## src/rtl/cpu_types_pkg.sv

```systemverilog
// Shared types for the core's hazard tracking: register tags, hazard
// actions and the per-stage destination record.
package cpu_types_pkg;

    typedef logic [4:0] regbits_t;

    typedef enum logic [1:0] {
        RUN    = 2'd0,
        STALL  = 2'd1,
        WAIT   = 2'd2,
        HALTED = 2'd3
    } hz_state_t;

    typedef struct packed {
        regbits_t rs;
        regbits_t rt;
        regbits_t rd;
        logic     wen;
        logic     memrd;
        logic     memwr;
        logic     halt;
    } hz_rec_t;

    // Register 0 is hardwired, so a write to it must never look like a producer.
    function automatic hz_rec_t make_rec(
        input regbits_t rs,
        input regbits_t rt,
        input regbits_t rd,
        input logic     wen,
        input logic     memrd,
        input logic     memwr,
        input logic     halt
    );
        hz_rec_t r;
        r.rs    = rs;
        r.rt    = rt;
        r.rd    = rd;
        r.wen   = wen & (rd != '0);
        r.memrd = memrd;
        r.memwr = memwr;
        r.halt  = halt;
        return r;
    endfunction

endpackage

```

## src/rtl/hz_stage_reg.sv

```systemverilog
// One pipeline-stage record register; flush loads a bubble and wins over enable.
module hz_stage_reg
    import cpu_types_pkg::*;
(
    input  logic    clk_i,
    input  logic    rst_i,
    input  logic    en_i,
    input  logic    flush_i,
    input  hz_rec_t d_i,
    output hz_rec_t q_o
);

    hz_rec_t rec_q, rec_d;

    always_comb begin
        rec_d = rec_q;
        if (flush_i) begin
            rec_d = '0;
        end else if (en_i) begin
            rec_d = d_i;
        end
    end

    always_ff @(posedge clk_i) begin
        if (rst_i) begin
            rec_q <= '0;
        end else begin
            rec_q <= rec_d;
        end
    end

    assign q_o = rec_q;

endmodule

```

## src/rtl/hazard_unit.sv

```systemverilog
// Pipeline hazard controller: tracks EX/MEM/WB destination records, publishes
// forwarding tags and resolves stalls, flushes and halt into latch controls.
module hazard_unit
    import cpu_types_pkg::*;
#(
    parameter int unsigned CNT_W = 16
)
(
    input  logic             CLK,
    input  logic             RST,
    input  logic [4:0]       id_rs,
    input  logic [4:0]       id_rt,
    input  logic [4:0]       id_rd,
    input  logic             id_regwrite,
    input  logic             id_memread,
    input  logic             id_memwrite,
    input  logic             id_halt,
    input  logic             ihit,
    input  logic             dhit,
    input  logic             branch_taken,
    output logic [4:0]       ex_rs,
    output logic [4:0]       ex_rt,
    output logic [4:0]       mem_rd,
    output logic [4:0]       wb_rd,
    output logic             pc_en,
    output logic             ifid_en,
    output logic             idex_en,
    output logic             exmem_en,
    output logic             memwb_en,
    output logic             ifid_flush,
    output logic             idex_flush,
    output logic             exmem_flush,
    output logic [1:0]       hz_state,
    output logic [CNT_W-1:0] stall_count
);

    hz_rec_t          id_rec, ex_q, mem_q, wb_q;
    hz_state_t        state_q, state_d, act;
    logic             mem_busy, load_use;
    logic [CNT_W-1:0] cnt_q, cnt_d;
    logic             unused_wb;

    always_comb id_rec = make_rec(id_rs, id_rt, id_rd, id_regwrite,
                                  id_memread, id_memwrite, id_halt);

    hz_stage_reg u_ex (
        .clk_i   (CLK),
        .rst_i   (RST),
        .en_i    (idex_en),
        .flush_i (idex_flush),
        .d_i     (id_rec),
        .q_o     (ex_q)
    );

    hz_stage_reg u_mem (
        .clk_i   (CLK),
        .rst_i   (RST),
        .en_i    (exmem_en),
        .flush_i (exmem_flush),
        .d_i     (ex_q),
        .q_o     (mem_q)
    );

    hz_stage_reg u_wb (
        .clk_i   (CLK),
        .rst_i   (RST),
        .en_i    (memwb_en),
        .flush_i (1'b0),
        .d_i     (mem_q),
        .q_o     (wb_q)
    );

    assign mem_busy = (mem_q.memrd | mem_q.memwr) & ~dhit;
    assign load_use = ex_q.memrd & ex_q.wen & (ex_q.rd != '0) &
                      ((ex_q.rd == id_rs) | (ex_q.rd == id_rt));

    always_ff @(posedge CLK) begin
        if (RST) begin
            state_q <= RUN;
        end else begin
            state_q <= state_d;
        end
    end

    // Priority chain: halted, dcache wait, taken branch, load-use, icache miss.
    always_comb begin
        pc_en       = 1'b1;
        ifid_en     = 1'b1;
        idex_en     = 1'b1;
        exmem_en    = 1'b1;
        memwb_en    = 1'b1;
        ifid_flush  = 1'b0;
        idex_flush  = 1'b0;
        exmem_flush = 1'b0;
        act         = RUN;
        state_d     = (state_q == HALTED || wb_q.halt) ? HALTED : RUN;

        if (state_q == HALTED || mem_busy) begin
            pc_en    = 1'b0;
            ifid_en  = 1'b0;
            idex_en  = 1'b0;
            exmem_en = 1'b0;
            memwb_en = 1'b0;
            act      = (state_q == HALTED) ? HALTED : WAIT;
        end else if (branch_taken) begin
            ifid_flush  = 1'b1;
            idex_flush  = 1'b1;
            exmem_flush = 1'b1;
            act         = STALL;
        end else if (load_use) begin
            pc_en      = 1'b0;
            ifid_en    = 1'b0;
            idex_flush = 1'b1;
            act        = STALL;
        end else if (!ihit) begin
            pc_en      = 1'b0;
            ifid_flush = 1'b1;
            act        = STALL;
        end
    end

    always_comb begin
        cnt_d = cnt_q;
        if (!pc_en && act != HALTED && cnt_q != '1) begin
            cnt_d = cnt_q + 1'b1;
        end
    end

    always_ff @(posedge CLK) begin
        if (RST) begin
            cnt_q <= '0;
        end else begin
            cnt_q <= cnt_d;
        end
    end

    assign hz_state    = act;
    assign stall_count = cnt_q;
    assign ex_rs       = ex_q.rs;
    assign ex_rt       = ex_q.rt;
    assign mem_rd      = mem_q.wen ? mem_q.rd : '0;
    assign wb_rd       = wb_q.wen ? wb_q.rd : '0;
    assign unused_wb   = ^{wb_q.rs, wb_q.rt, wb_q.memrd, wb_q.memwr};

endmodule
```

## config.mk

```make
export PLATFORM = sky130hd
export DESIGN_NAME = hazard_unit
export DESIGN_NICKNAME = d
export VERILOG_FILES = /design/src/rtl/cpu_types_pkg.sv /design/src/rtl/hz_stage_reg.sv /design/src/rtl/hazard_unit.sv
export SDC_FILE = /design/constraint.sdc
export NUM_CORES = 1
export LEC_CHECK = 0
export CAP_MARGIN = 15
export CELL_PAD_IN_SITES_DETAIL_PLACEMENT = 0
export CELL_PAD_IN_SITES_GLOBAL_PLACEMENT = 1
export CORE_UTILIZATION = 31
export CTS_CLUSTER_SIZE = 14
export DETAILED_ROUTE_END_ITERATION = 8
export PLACE_DENSITY = 0.8
export RECOVER_POWER = 100
export SYNTH_ARGS = -nofsm -noshare
export SYNTH_HDL_FRONTEND = slang
export SYNTH_SLANG_ARGS = --single-unit
```

## constraint.sdc

```tcl
create_clock -name CLK -period 2.3 [get_ports CLK]
set_clock_uncertainty 0.1 [all_clocks]
set_input_delay 0.46 -clock CLK [delete_from_list [all_inputs] [get_ports CLK]]
set_output_delay 0.46 -clock CLK [all_outputs]
set_load 0.02 [all_outputs]
```

Word level (Yosys, flattened, before mapping)
Index checks and enable logic that the tools add are counted.
{ "word_totals": {"regBits": 53, "input_bits": 24, "out_inout_bits": 46, "elab_cells": 65} }
{ "classes": {"add_sub_neg": 1, "n_eq_ne": 5, "n_mux": 25, "bitwise_logic": 8, "reduce_logical": 9} }
{ "op_table": {"columns": ["cell", "count"], "rows": [
  ["two-way mux 1 bit", 21],
  ["adder 16 x 1 -> 16 bit, second input constant", 1],
  ["inequality test 16 bit, second input constant", 1],
  ["== test 5 bit", 2],
  ["two-way mux 5 bit", 2],
  ["nonzero test 5 bit", 2],
  ["AND 1 bit", 5],
  ["two-way mux 2 bit", 2],
  ["OR reduction 2 bit", 2],
  ["== test 2 bit, second input constant", 1],
  ["logical AND 1 bit", 2],
  ["logical OR 1 bit", 2],
  ["inequality test 2 bit, second input constant", 1],
  ["OR 1 bit", 2],
  ["zero test 1 bit", 1],
  ["inverter 1 bit", 1]
]} }

Depth between registers and ports, before layout
{ "logic_depth": {"ltp_word": 9, "depth_mapped": 10, "mapped_depth_nobuf": 7} }

Cells and area by module
Synthesis repeated with hierarchy kept, for this count alone.
{ "unflattened": {"hier_cells": 330, "hier_area_um2": 3236.9} }
{ "by_module_without_submodules": {"columns": ["module", "instances", "cells_each", "area_per_inst_um2", "seq_area_each_um2"], "rows": [
  ["hz_stage_reg", 3, 62, 696.9, 380.4],
  ["hazard_unit", 1, 144, 1146.1, 340.3]
]} }

Worst setup path before layout
OpenSTA, ideal clock, no wires.
{ "synth_path": {"path_type": "in2out", "startpoint": "in dhit", "endpoint": "out ifid_flush", "arrival_ps": 2008, "t_required_ps": 1740, "slack_ps": -268, "path_stages": 7, "n_path_buf": 2, "cell_sequence": "nor2_1 or2_2 clkbuf_1 inv_1 clkbuf_1 o21ai_0 o21ai_0"} }
{ "synth_between": {"elab_chain_len": 4} }
{ "synth_rtl": {"columns": ["element", "line", "source"], "rows": [
  ["start, declared", "hazard_unit.sv:19", "input logic dhit,"],
  ["inverter 1 bit", "hazard_unit.sv:73", "assign mem_busy = (mem_q.memrd | mem_q.memwr) & ~dhit;"],
  ["AND 1 bit", "hazard_unit.sv:73", null],
  ["logical OR 1 bit", "hazard_unit.sv:98", "if (state_q == HALTED || mem_busy) begin"],
  ["two-way mux 1 bit", "hazard_unit.sv:98", null],
  ["end, declared", "hazard_unit.sv:30", "output logic ifid_flush,"]
]} }
No other way between the ends.

Worst setup path in the final report
{ "layout_path": {"startpoint": "reg u_ex.rec_q, in the netlist u_ex.q_o[5]", "endpoint": "out hz_state[0]"} }
{ "layout_between": {"elab_chain_len": 6, "elab_cells_between_ends": 9, "classes_between": "eq/ne: 2; mux: 3; bitwise: 3; reduce/logical: 1"} }
{ "layout_rtl": {"columns": ["element", "line", "source"], "rows": [
  ["start, declared", "hz_stage_reg.sv:13", "hz_rec_t rec_q, rec_d;"],
  ["start signal, assigned", "hz_stage_reg.sv:28", "rec_q <= rec_d;"],
  ["== test 5 bit or nonzero test 5 bit (tied branches)", "hazard_unit.sv:75, hazard_unit.sv:74", null],
  ["OR 1 bit or AND 1 bit (tied branches)", "hazard_unit.sv:75, hazard_unit.sv:74", null],
  ["AND 1 bit (*)", "hazard_unit.sv:74", "assign load_use = ex_q.memrd & ex_q.wen & (ex_q.rd != '0) &"],
  ["two-way mux 1 bit (*)", "hazard_unit.sv:110", "end else if (load_use) begin"],
  ["two-way mux 1 bit (*)", "hazard_unit.sv:105", "end else if (branch_taken) begin"],
  ["two-way mux 2 bit (*)", "hazard_unit.sv:98", null],
  ["end, declared", "hazard_unit.sv:33", "output logic [1:0] hz_state,"]
]} }
Mark *: on every way between the ends. The rest lies on a longest branch, timed or not.

==> flow_summary_export.csv <==
group,metric,value,unit
run,cap_viol_max_count,0,
clocking,clockBufferDepth,2,
detailed_routing,wl_per_cell,12.80,um
sta,hold_violations,0,
hold_path,min_path_type,"register to register",
power,internal_power,0.001574,W
logic_synthesis,synth_compound_area_share,16.09,%
critical_path,cpPeakStageDelay,0.54,ns
finish,postLayoutCellArea,3715,um2
clocking,clkTransAtPathRegs,0.09,ns
detailed_routing,drc_errors,0,
outcome,status,"finished with violations",
clocking,root_buffer,"clkbuf_8",
outcome,violations,"negative setup slack",
place,postPlaceCellArea,3396,um2
logic_synthesis,syn_avg_cell_area,7.957,um2
finish,nFillCells,717,
detailed_routing,antenna_left,0,
global_route,grt_pass1_wl,10.78,mm
global_route,groute.layer.met2.usage,26.84,%
die,row_count,31,
critical_path,cp.arrival,2.03,ns
sta,fmaxAchievable,386.4,MHz
power,power_frac_comb,14.9,%
place,gp_congestion,0.8272,
sta,min_period,2.588,ns
clocking,cts_buffers,5,
global_route,grt_pass1_vias,2330,
sta,period_share,112.5,%
critical_path,path_cells,"or4_4 > o211ai_4 > nor2_2 > o21a_1 > a211o_1 > buf_6",
sta,setup_viol,23,
critical_path,cp-start-kind,"register",
global_route,antenna_found_initial,0,
finish,antennaDiodeCount,0,
logic_synthesis,yosys.area.top_type,"dfxtp_1",
power,seqPwrFrac,45.7,%
power,swShare,23.43,%
global_route,top_usage_layer,"met2",
sta,maxSlewHeadroom,58.73,%
logic_synthesis,yosys.area_share.simple,26.93,%
finish,drive_gt1_share,25.88,%
power,report.power.total,0.002055,W
logic_synthesis,netlist.area_leader.share,43.18,%
logic_synthesis,synthFlopType,"dfxtp_1",
die,die_area,8134,um2
critical_path,worstPathMaxFanout,3,
logic_synthesis,synthAdderAreaFrac,0.5189,%
logic_synthesis,synth_top_family_by_area,"simple AND/OR/NAND/NOR gates",
sta,rsz0062_at_grt,"yes",
logic_synthesis,yosysSeqAreaShare,43.18,%
power,powerDensity,553.3,nW/um2
critical_path,worst_setup_path_end_kind,"output pin",
sta,finalMaxSlewViolations,0,
logic_synthesis,synth_xor_area_share,4.722,%
sta,worst_slew_pin_slew,0.6190,ns
logic_synthesis,synthCells,303,
logic_synthesis,syn-num-nets,328,
clocking,cts_tree,"done",
global_route,track_usage,15.98,%
power,vdd_drop_max,324.1,uV
critical_path,crit_slowest_cell,"or4_4",
detailed_routing,vias,2402,
logic_synthesis,async_flop_share,0,%
die,fp.coreArea,7370,um2
logic_synthesis,synthMuxAreaShare,0.8822,%
global_route,grt_start_max_net_pins,38,
power,clockPowerShare,39.4,%
clocking,clkLatencyLatePin,0.31,ns
logic_synthesis,synth.distinct_cells,39,
sta,final.setup.worst_slack,-0.2877,ns
critical_path,cp.buffers_inverters,1,
power,p_leak,1.547,nW
logic_synthesis,synth.cell_area,2411,um2
die,die_h,90.19,um
clocking,clock_sinks,52,
detailed_routing,drtIter0Drc,65,
global_route,grt_overflow_total,0,
place,port_buffers,69,
die,io_pins,70,
die,die_width,90.19,um
finish,area_growth,54.07,%
power,p_switching,0.0004816,W
critical_path,critPathTopFamily,"compound AO/OA/AOI/OAI gates",
detailed_routing,detail_route.first_pass.iterations,4,
critical_path,critPathRequiredTime,1.74,ns
global_route,grt_util_met3,3.553,%
logic_synthesis,synth_area_leaders,"dfxtp_1, nand2_1, a21oi_1, xor2_1, buf_4",
place,dp_hpwl,4.574,mm
logic_synthesis,ys_ff_latch,52,
detailed_routing,via_per_inst,4.833,
critical_path,critical_path_class,"register to output pin",
detailed_routing,wl,6.360,mm
logic_synthesis,synth_edf_count,0,
global_route,use_met1,20.80,%
die,initial_core_util,32.72,%
logic_synthesis,yosysWarningCount,0,
finish,fin_nets,422,
clocking,cts.htree.levels,2,
## power by group through the flow
stage	combinational (W)	sequential, W	clock (W)
6_report	0.000307	0.000940	0.000809
5_1_grt	0.000333	0.000944	0.000864
4_1_cts	0.000308	0.000941	0.000834
3_5_place_dp	0.000290	0.000962	0
3_3_place_gp	0.000288	0.000961	0
2_1_floorplan	0.000142	0.000968	0
## sequential cells by signal, indices dropped and copies added (netlist names)
register / cells
stall_count: 16
state_q: 1
u_ex.q_o: 19
u_mem.q_o: 9
u_wb.q_o: 7
## cell usage after synthesis, types with 3 or more instances
cell	number
or4_1	5
nand2_1	64
and2_1	10
clkbuf_1	15
and3_1	5
inv_1	3
o21ai_0	3
dfxtp_1	52
nand4_1	3
nand3b_1	9
xor2_1	11
nor2_1	14
nand3_1	8
or3_1	8
a21oi_1	46
o31ai_1	3
buf_4	12
o21ai_1	8
## logic make-up after synthesis
logic type / count (synthesis)
compound gates: 69
xor+xnor: 13
fa+ha+maj: 1
buf+inv: 33
flops: 52
mux: 2
simple gates: 133
## cell type report
cell class	count	area, um2	share of cell area, %
Clock buffer	6	93.84	2.526
Clock inverter	2	60.06	1.617
Inverter	3	13.76	0.3705
Multi-Input combinational cell	219	1331	35.84
Sequential cell	52	1054	28.36
Tap cell	99	123.9	3.334
Timing Repair Buffer	116	1039	27.96
## worst register-to-register path: stages, from the launching register on
cell,delay (ns)
dfxtp_2,0.34
buf_4,0.14
xor2_1,0.16
nor3_2,0.13
a22oi_2,0.13
buf_4,0.15
or4_4,0.50
and2_4,0.19
or4_1,0.46
a21oi_1,0.14
## per-layer routing
| metal | up-vias | part of all wire [%] |
|---|---|---|
| li1 | 1209 | - |
| met1 | 1138 | 48 |
| met2 | 51 | 47 |
| met3 | 4 | 4.1 |
| met4 | 0 | 0.53 |
| met5 | - | 0 |
## stage by stage
step | TNS, ns | utilization, % | instances | hold WS [ns] | setup slack [ns]
CTS | -3.150 | 49.42 | 496 | 0.3588 | -0.3292
detailed placement | -22.65 | 46.08 | 482 | 0.3462 | -0.8734
global route | -5.688 | 50.41 | 497 | 0.3787 | -0.3817
global placement | -22.31 | 46.08 | 482 | 0.3409 | -0.8583
finish | -3.034 | 50.41 | 497 | 0.3548 | -0.2877
floorplan | -0.3651 | - | 303 | 0.3317 | -0.06339
## final timing paths
kind / endpoint / cells past startpoint / start / slack, ns
worst max-delay path: hz_state[0] / 6 / u_ex.q_o[5]$_SDFFE_PP0P_ / -0.29
worst min-delay path: u_wb.q_o[4]$_SDFFE_PP0P_ / 2 / u_wb.q_o[4]$_SDFFE_PP0P_ / 0.35
worst max register to register: stall_count[11]$_SDFFE_PP0P_ / 9 / u_ex.q_o[6]$_SDFFE_PP0P_ / -0.20
worst min register to register: u_wb.q_o[4]$_SDFFE_PP0P_ / 2 / u_wb.q_o[4]$_SDFFE_PP0P_ / 0.35
## what timing repair did
action / in CTS / in global routing
resized for setup: 82 / 24
gates cloned: 1 / 0
setup buffers: 6 / 3
endpoints found under the setup margin: 26 / 44
hold buffers: 0 / 0
pin swaps: 20 / 9
endpoints found under the hold margin: 0 / 0
## layout by cell type, fill, tap and decap left out, drive strengths merged, types with 2 or more instances in the layout
master,count
o31ai,3
nand4,3
dlygate4sd3,37
or4,6
nand3b,9
or2,2
clkbuf,9
bufinv,2
and2,12
and3,5
buf,54
dfxtp,52
or3,8
dlygate4sd2,10
xnor2,2
xor2,11
nand3,8
nor3,2
inv,3
o21ai,11
a21oi,46
o211ai,2
clkdlybuf4s50,12
nand2,64
nor2,14
Note: power is estimated with default switching activity, not from simulation.
